[src/rtl/cdb_arbiter.sv]
// Common data bus arbiter: one holding buffer per FU writeback port,
// round-robin drain into a registered CDB output stage with valid/ready.
`timescale 1ns/1ps
module cdb_arbiter #(
  parameter int unsigned N_REQ  = 4,
  parameter int unsigned PHYS_W = 6,
  parameter int unsigned DATA_W = 32,
  parameter int unsigned ROB_W  = 5,
  parameter int unsigned SRC_W  = $clog2(N_REQ)
) (
  input  logic                      clk,
  input  logic                      rst_n,
  input  logic [N_REQ-1:0]          req_valid,
  output logic [N_REQ-1:0]          req_ready,
  input  logic [N_REQ*PHYS_W-1:0]   req_pd,
  input  logic [N_REQ*DATA_W-1:0]   req_data,
  input  logic [N_REQ*ROB_W-1:0]    req_rob_idx,
  input  logic                      flush_valid,
  output logic                      cdb_valid,
  input  logic                      cdb_ready,
  output logic [PHYS_W-1:0]         cdb_pd,
  output logic [DATA_W-1:0]         cdb_data,
  output logic [ROB_W-1:0]          cdb_rob_idx,
  output logic [SRC_W-1:0]          cdb_src,
  output logic                      busy
);

  localparam int unsigned CNT_W = SRC_W + 1;

  typedef struct packed {
    logic [PHYS_W-1:0] pd;
    logic [DATA_W-1:0] data;
    logic [ROB_W-1:0]  rob_idx;
  } wb_t;

  wb_t              req_pl_c [N_REQ];
  wb_t              hold_q   [N_REQ];
  logic [N_REQ-1:0] hold_vld_q;
  logic [N_REQ-1:0] hold_vld_nxt;
  logic [N_REQ-1:0] capture_c;
  logic [SRC_W-1:0] rr_ptr_q;
  logic [SRC_W-1:0] rr_ptr_nxt;
  logic [SRC_W-1:0] win_c;
  logic [CNT_W-1:0] scan_c;
  logic [CNT_W-1:0] win_inc_c;
  logic             any_c;
  logic             adv_c;
  logic             grant_c;
  logic             cdb_valid_nxt;

  // Slice the flat request buses into per-port payloads.
  always_comb begin
    for (int i = 0; i < N_REQ; i++) begin
      req_pl_c[i].pd      = req_pd[i*PHYS_W +: PHYS_W];
      req_pl_c[i].data    = req_data[i*DATA_W +: DATA_W];
      req_pl_c[i].rob_idx = req_rob_idx[i*ROB_W +: ROB_W];
    end
  end

  assign capture_c = req_valid & req_ready;
  assign adv_c     = !cdb_valid || cdb_ready;
  // A flush suppresses the grant so rr_ptr and the buffers are not consumed.
  assign grant_c   = adv_c && any_c && !flush_valid;

  // Round-robin winner: first valid buffer scanning from rr_ptr upward, wrapping.
  always_comb begin
    any_c  = 1'b0;
    win_c  = '0;
    scan_c = '0;
    for (int k = 0; k < N_REQ; k++) begin
      scan_c = CNT_W'(rr_ptr_q) + CNT_W'(k);
      if (scan_c >= CNT_W'(N_REQ)) begin
        scan_c = scan_c - CNT_W'(N_REQ);
      end
      if (!any_c && hold_vld_q[scan_c[SRC_W-1:0]]) begin
        any_c = 1'b1;
        win_c = scan_c[SRC_W-1:0];
      end
    end
  end

  // Next-state for buffer valids, round-robin pointer and output valid.
  always_comb begin
    hold_vld_nxt  = hold_vld_q;
    rr_ptr_nxt    = rr_ptr_q;
    cdb_valid_nxt = cdb_valid;
    win_inc_c     = CNT_W'(win_c) + CNT_W'(1);
    if (win_inc_c >= CNT_W'(N_REQ)) begin
      win_inc_c = '0;
    end
    if (grant_c) begin
      hold_vld_nxt[win_c] = 1'b0;
      rr_ptr_nxt          = win_inc_c[SRC_W-1:0];
    end
    hold_vld_nxt = hold_vld_nxt | capture_c;
    if (adv_c) begin
      cdb_valid_nxt = any_c;
    end
    if (flush_valid) begin
      hold_vld_nxt  = '0;
      cdb_valid_nxt = 1'b0;
    end
  end

  // Control registers and CDB output stage.
  always_ff @(posedge clk) begin
    if (!rst_n) begin
      hold_vld_q  <= '0;
      rr_ptr_q    <= '0;
      req_ready   <= '1;
      busy        <= 1'b0;
      cdb_valid   <= 1'b0;
      cdb_pd      <= '0;
      cdb_data    <= '0;
      cdb_rob_idx <= '0;
      cdb_src     <= '0;
    end else begin
      hold_vld_q <= hold_vld_nxt;
      rr_ptr_q   <= rr_ptr_nxt;
      req_ready  <= ~hold_vld_nxt;
      busy       <= (|hold_vld_nxt) || cdb_valid_nxt;
      cdb_valid  <= cdb_valid_nxt;
      if (grant_c) begin
        cdb_pd      <= hold_q[win_c].pd;
        cdb_data    <= hold_q[win_c].data;
        cdb_rob_idx <= hold_q[win_c].rob_idx;
        cdb_src     <= win_c;
      end
    end
  end

  // Payload buffers; contents are meaningless while the matching valid is clear.
  always_ff @(posedge clk) begin
    for (int i = 0; i < N_REQ; i++) begin
      if (capture_c[i]) begin
        hold_q[i] <= req_pl_c[i];
      end
    end
  end

endmodule
[config.mk]
export PLATFORM = sky130hd
export DESIGN_NAME = cdb_arbiter
export DESIGN_NICKNAME = d
export VERILOG_FILES = /design/src/rtl/cdb_arbiter.sv
export SDC_FILE = /design/constraint.sdc
export NUM_CORES = 1
export LEC_CHECK = 0
export CAP_MARGIN = 20
export CORE_MARGIN = 2
export CORE_UTILIZATION = 48
export CTS_CLUSTER_DIAMETER = 60
export DETAILED_ROUTE_END_ITERATION = 8
export GPL_ROUTABILITY_DRIVEN = 1
export HOLD_SLACK_MARGIN = 0.1
export PLACE_DENSITY = 0.92
export SETUP_SLACK_MARGIN = 0.05
export SYNTH_ARGS = -nofsm -noshare
export SYNTH_HDL_FRONTEND = slang
export SYNTH_SLANG_ARGS = --single-unit
[constraint.sdc]
create_clock -name clk -period 3.04 [get_ports clk]
set_clock_uncertainty 0.1 [all_clocks]
set_input_delay 0.76 -clock clk [delete_from_list [all_inputs] [get_ports clk]]
set_output_delay 0.76 -clock clk [all_outputs]
set_load 0.05 [all_outputs]
After elaboration in Yosys (flattened, before gate mapping)
Memories as Yosys holds them, arrays and structs flattened. A register that Yosys moved wholly into a read port is not among the register bits.
Index checks and enable logic that the tools add are counted.
Cells by class
  $add $sub $neg: 8
  $mul: 0
  divide/modulo/power cells: 0
  magnitude comparators: 11
  equal/unequal tests: 0
  shift operators: 0
  multiplexer cells: 35
  bitwise operators: 5
  reduce and logical (&&, ||, !) cells: 15
Operator list (number)
  1-bit 2-to-1 mux: 19
  2-bit 2-to-1 mux: 9
  2-bit by 3-bit < comparator with 1-bit output, second input constant: 5
  3-bit greater-or-equal comparator, second input constant: 4
  4-bit AND: 2
  1-bit binary-select mux with 2-bit select: 4
  4-bit 2-to-1 mux: 2
  4-bit inverter: 2
  2-bit by 1-bit subtractor with 2-bit output, second input constant: 4
  2-bit by 1-bit adder with 3-bit output, second input constant: 2
  2-bit by 2-bit adder with 3-bit output, second input constant: 2
  1-bit logical AND: 6
  1-bit zero test: 6
  4-bit bitwise OR: 1
  4-bit OR reduction: 1
  2-bit by 3-bit greater-or-equal comparator with 1-bit output, second input constant: 1
  1-bit demux with 2-bit select: 1
  2-bit by 1-bit greater-or-equal comparator with 1-bit output, second input constant: 1
  1-bit logical OR: 2
Word-level totals
  register bits after elaboration: 14
  bits in latches: 0
  bits in writable memories: 172
  ROM bits: 0
  input bits: 180
  output and inout port bits: 51
  word-level logic and storage cells: 81
  memories kept: 1
Memories
  hold_q: words 4, width 43, rd ports 1, clocked after Yosys merged registers in 1, write ports 4, line 37  | wb_t hold_q [N_REQ];

Depth between registers and ports, before layout
  depth in word-level cells: 25
  gate-level depth with buffers: 10
  depth with buffers taken out: 8

Least setup slack after synthesis
No wires, ideal clock.
  kind: input to register
  start: in req_valid[2]
  end: reg req_ready[2]
  setup time: 0.119 ns
  arrival time: 2.172 ns
  required time: 2.821 ns
  slack: 0.650 ns
  cell stages on the path: 3
  buffers on the path: 0
  path through: and2_1 -> a211oi_1 -> nand2b_1
On the way
  cells in the longest elaborated chain, start to end: 4
Ends and longest elaborated chain
  from (decl): line 13  | input logic [N_REQ-1:0] req_valid,
  4-bit AND: line 60  | assign capture_c = req_valid & req_ready;
  4-bit bitwise OR: line 95  | hold_vld_nxt = hold_vld_nxt | capture_c;
  4-bit 2-to-1 mux: line 99  | if (flush_valid) begin
  4-bit inverter: line 120  | req_ready <= ~hold_vld_nxt;
  to (signal assigned): line 120
  to (decl): line 14  | output logic [N_REQ-1:0] req_ready,
Every way passes these cells.
A chain may end at the register's enable or synchronous reset.

Worst setup path after layout
  start: reg cdb_data[1] (read register of hold_q)
  end: out cdb_data[1]
RTL lines
  from (decl): line 22  | output logic [DATA_W-1:0] cdb_data,
No word-level cell between the ends.

==> metrics.md <==
| Metric | Value |
|---|---|
| Syn Area/Cell | around 17 sq um |
| # fillers | roughly 1100 |
| FF/Latch Area | around 0.0063 sq mm |
| Cts bufs inserted | 23 |
| EDFF count, synth | between 150 and 200 |
| Final Cycle Share | 84.2% |
| FMAX | 391 MHz |
| IO Port Bufs | 230 |
| GRT met3 Usage | under 10% |
| GR Util met2 | between 30% and 40% |
| Synth cell count leaders | edfxtp_1, mux2i_1, dfxtp_1, nand2_1, o221ai_1 |
| Critical setup path kind | register to output pin |
| Main synth FF type | edfxtp_1 |
| Synth unique cells | 31 |
| Ys async rst share | 0% |
| Worst-Skew Late Latency | around 0.50 ns |
| Max rail drop VDD | approximately 0.55 mV |
| Critical path's top delay family | buffers and inverters |
| Clock net sink count | about 230 |
| Hold_buf cts | 0 |
| Max-cap viol count | 0 |
| Cell with the most instances after synthesis | edfxtp_1 |
| Vias per cell | roughly 5.5 |
| WP data required | about 2.2 ns |
| Iteration-0 DRC Markers | ~290 |
| Critical path data arrival time | between 1.5 and 2 ns |
| Worst path depth | 1 |
| Die area | between 0.015 and 0.02 sq mm |
| Antenna Cells | 0 |
| Worst reg2reg setup slack | approximately 0.56 ns |
| Sequence of cells on the critical path | clkdlybuf4s50_1 |
| Final hold violation count | 0 |
| Crit path max fanout | 2 |
| Largest net degree at the start of global routing | 44 |
| Slowest CP cell | clkdlybuf4s50_1 |
| Total setup buffers inserted after CTS | 0 |
| Crit path time final | approximately 2.6 ns |
| Critical Path End | cdb_data[1] |
| Fin. max-slew vios | 0 |
| Drt first pass iters | 5 |
| Worst reg-to-reg path cell count | 6 |
| DPL Wire Length | around 14000 microns |
| Top Usage Layer GRT | met2 |
| Vias in the first global route | 5642 |
| Relative slew slack | a little over half |
| TritonCTS clock tree | built |
| RSZ-0062 raised after global routing | false |
| Starting Density | between 40% and 50% |
| Seq/Total Area, Yosys | 76.8% |
| FP Rows | 47 |
| Worst min-delay path class | register to register |
| Top area cells in the synthesized netlist | edfxtp_1, dfxtp_1, mux2i_1, o221ai_1, nand2_1 |
| Syn. warnings | 0 |
| Syn nets | about 670 |
| Cell taking the most area after synthesis | edfxtp_1 |
| Met1 global-route usage | ~27% |
| Crit end category | output pin |
| Power per cell area | 624 mW/mm^2 |
| Area grow syn2layout | 40.4% |
| Via count | approximately 5300 |
| Status | finished clean |
| Setup WS post-layout | approximately 0.48 ns |
| Cts repair resizes | 0 |
| Antenna violations before repair | 0 |
| Worst r2r src | hold_vld_q[0]$_SDFF_PN0_ |
| Die Y | roughly 130 microns |
| Chip width | around 130 microns |
| Place WS | -0.0791 ns |
| Max incr delay on CP | around 0.83 ns |
| Leakage power | about 4.5 nW |
| H-tree levels | 1 |
| Crit. Startpoint | cdb_data[1]$_SDFFE_PN0N_ |
| Crit path buf inv count | 1 |
| Clk root buf | clkbuf_16 |
| Final cell count without fillers | between 900 and 1000 |
| Nets | a little over 900 |
| Overall power of the completed layout | 7.19 mW |
| Layout cells sized above 1 | between 6 and 7% |
| Placed insts | 929 |
| GRT Overall Usage | a little over a fifth |
| Gpl congestion | just over 0.8 |
| DRC | 0 |
| Area of the core | between 0.015 and 0.02 sq mm |
| FF+latch count, synth | around 230 |
| Post-Syn Instances | approximately 500 |
| RR Endpoint | cdb_data[11]$_SDFFE_PN0N_ |
| Multi-input gate area | about 0.0018 sq mm |
| Overflow after GRT | 0 |
| Transition time of the tightest slew-check pin | roughly 0.7 ns |
| Finish-stage setup viols | 0 |
| # IOs | between 200 and 250 |
| Startpoint types | register |
| Post-DRT Antenna Nets | 0 |
| Global-route wire length before repair | around 30000 microns |
| Area of the mapped netlist | roughly 0.0082 sq mm |
| Share of the synthesized area in the top cell type | around 63% |
| Wire length per cell | 20.8 microns |
| Clock-pin slew on the worst setup and hold paths | roughly 0.060 ns |
| Final wirelength | 20200 microns |
| Final Core Density | 69.2% |
| Clock buffer depth | 3 |
worst min path at each step:
stage | end | startpoint | slack, ns | depth (start not counted)
after floorplan | cdb_data[28]$_SDFFE_PN0N_ | hold_q[1][33]$_DFFE_PP_ | 0.41 | 2
after global placement | cdb_data[22]$_SDFFE_PN0N_ | cdb_data[22]$_SDFFE_PN0N_ | 0.34 | 2
after detailed placement | cdb_data[14]$_SDFFE_PN0N_ | cdb_data[14]$_SDFFE_PN0N_ | 0.35 | 2
after CTS | cdb_data[14]$_SDFFE_PN0N_ | cdb_data[14]$_SDFFE_PN0N_ | 0.37 | 2
after global routing | cdb_rob_idx[2]$_SDFFE_PN0N_ | cdb_rob_idx[2]$_SDFFE_PN0N_ | 0.38 | 2
final | cdb_pd[1]$_SDFFE_PN0N_ | cdb_pd[1]$_SDFFE_PN0N_ | 0.37 | 2
cells in the final DEF (no fill, tap or decap), drive strengths merged, types with 2 or more instances in the layout:
master         Yosys  final
and2               2      2
nor2               8      8
mux2i             87     87
a21oi              4      4
o22ai              3      3
a41oi              2      2
buf               17     15
clkinv             0      2
clkbuf             8     38
clkdlybuf4s50      0    230
a21o               3      3
o221ai            43     43
nor2b              6      6
nand2b             3      3
nand2             53     53
edfxtp           172    172
inv                8      9
dfxtp             57     57
per-layer routing:
metal	part of all wire [%]	up-vias
met5	0	-
met4	3.2	0
met3	7.9	48
met2	50	298
met1	39	2576
li1	-	2384
state kept, by name (all words and copies together), names as in the netlist, 2 cells and up:
| register | cells |
|---|---|
| cdb_rob_idx | 5 |
| cdb_src | 2 |
| cdb_data | 32 |
| hold_vld_q | 4 |
| rr_ptr_q | 2 |
| cdb_pd | 6 |
| hold_q | 172 |
| req_ready | 4 |
stage by stage:
| stage | setup TNS [ns] | hold slack [ns] | cell area [sq um] |
|---|---|---|---|
| floorplan | 0 | 0.409 | 8210 |
| global placement | 0 | 0.343 | 10800 |
| detailed placement | -1.11 | 0.354 | 10800 |
| CTS | 0 | 0.367 | 11500 |
| global route | 0 | 0.382 | 11500 |
| finish | 0 | 0.367 | 11500 |
area by class of cell:
type                    instances  area share (%)
clock buffers                  38            5.76
clock inverters                 3           0.163
inverters                       8           0.261
multi-input cells             228            15.3
flip-flops and latches        229            54.7
well taps                     220            2.39
repair buffers                245            21.4
power breakdown:
part	internal [mW]	switching, mW	total (mW)
clock network	1.48	1.09	2.57
registers	3.59	0.0803	3.67
logic	0.438	0.506	0.945
total	5.51	1.68	7.19
logic make-up after synthesis:
| logic type | count (synthesis) | share of synthesized area, % |
|---|---|---|
| adder cells (fa/ha/maj) | 1 | 0.152 |
| flip-flops | 229 | 76.8 |
| AND/OR/NAND/NOR | 77 | 4.13 |
| AO/OA/AOI/OAI | 63 | 6.34 |
| buffers and inverters | 33 | 1.92 |
| multiplexers | 87 | 10.6 |
(Power assumes the default switching activity.)
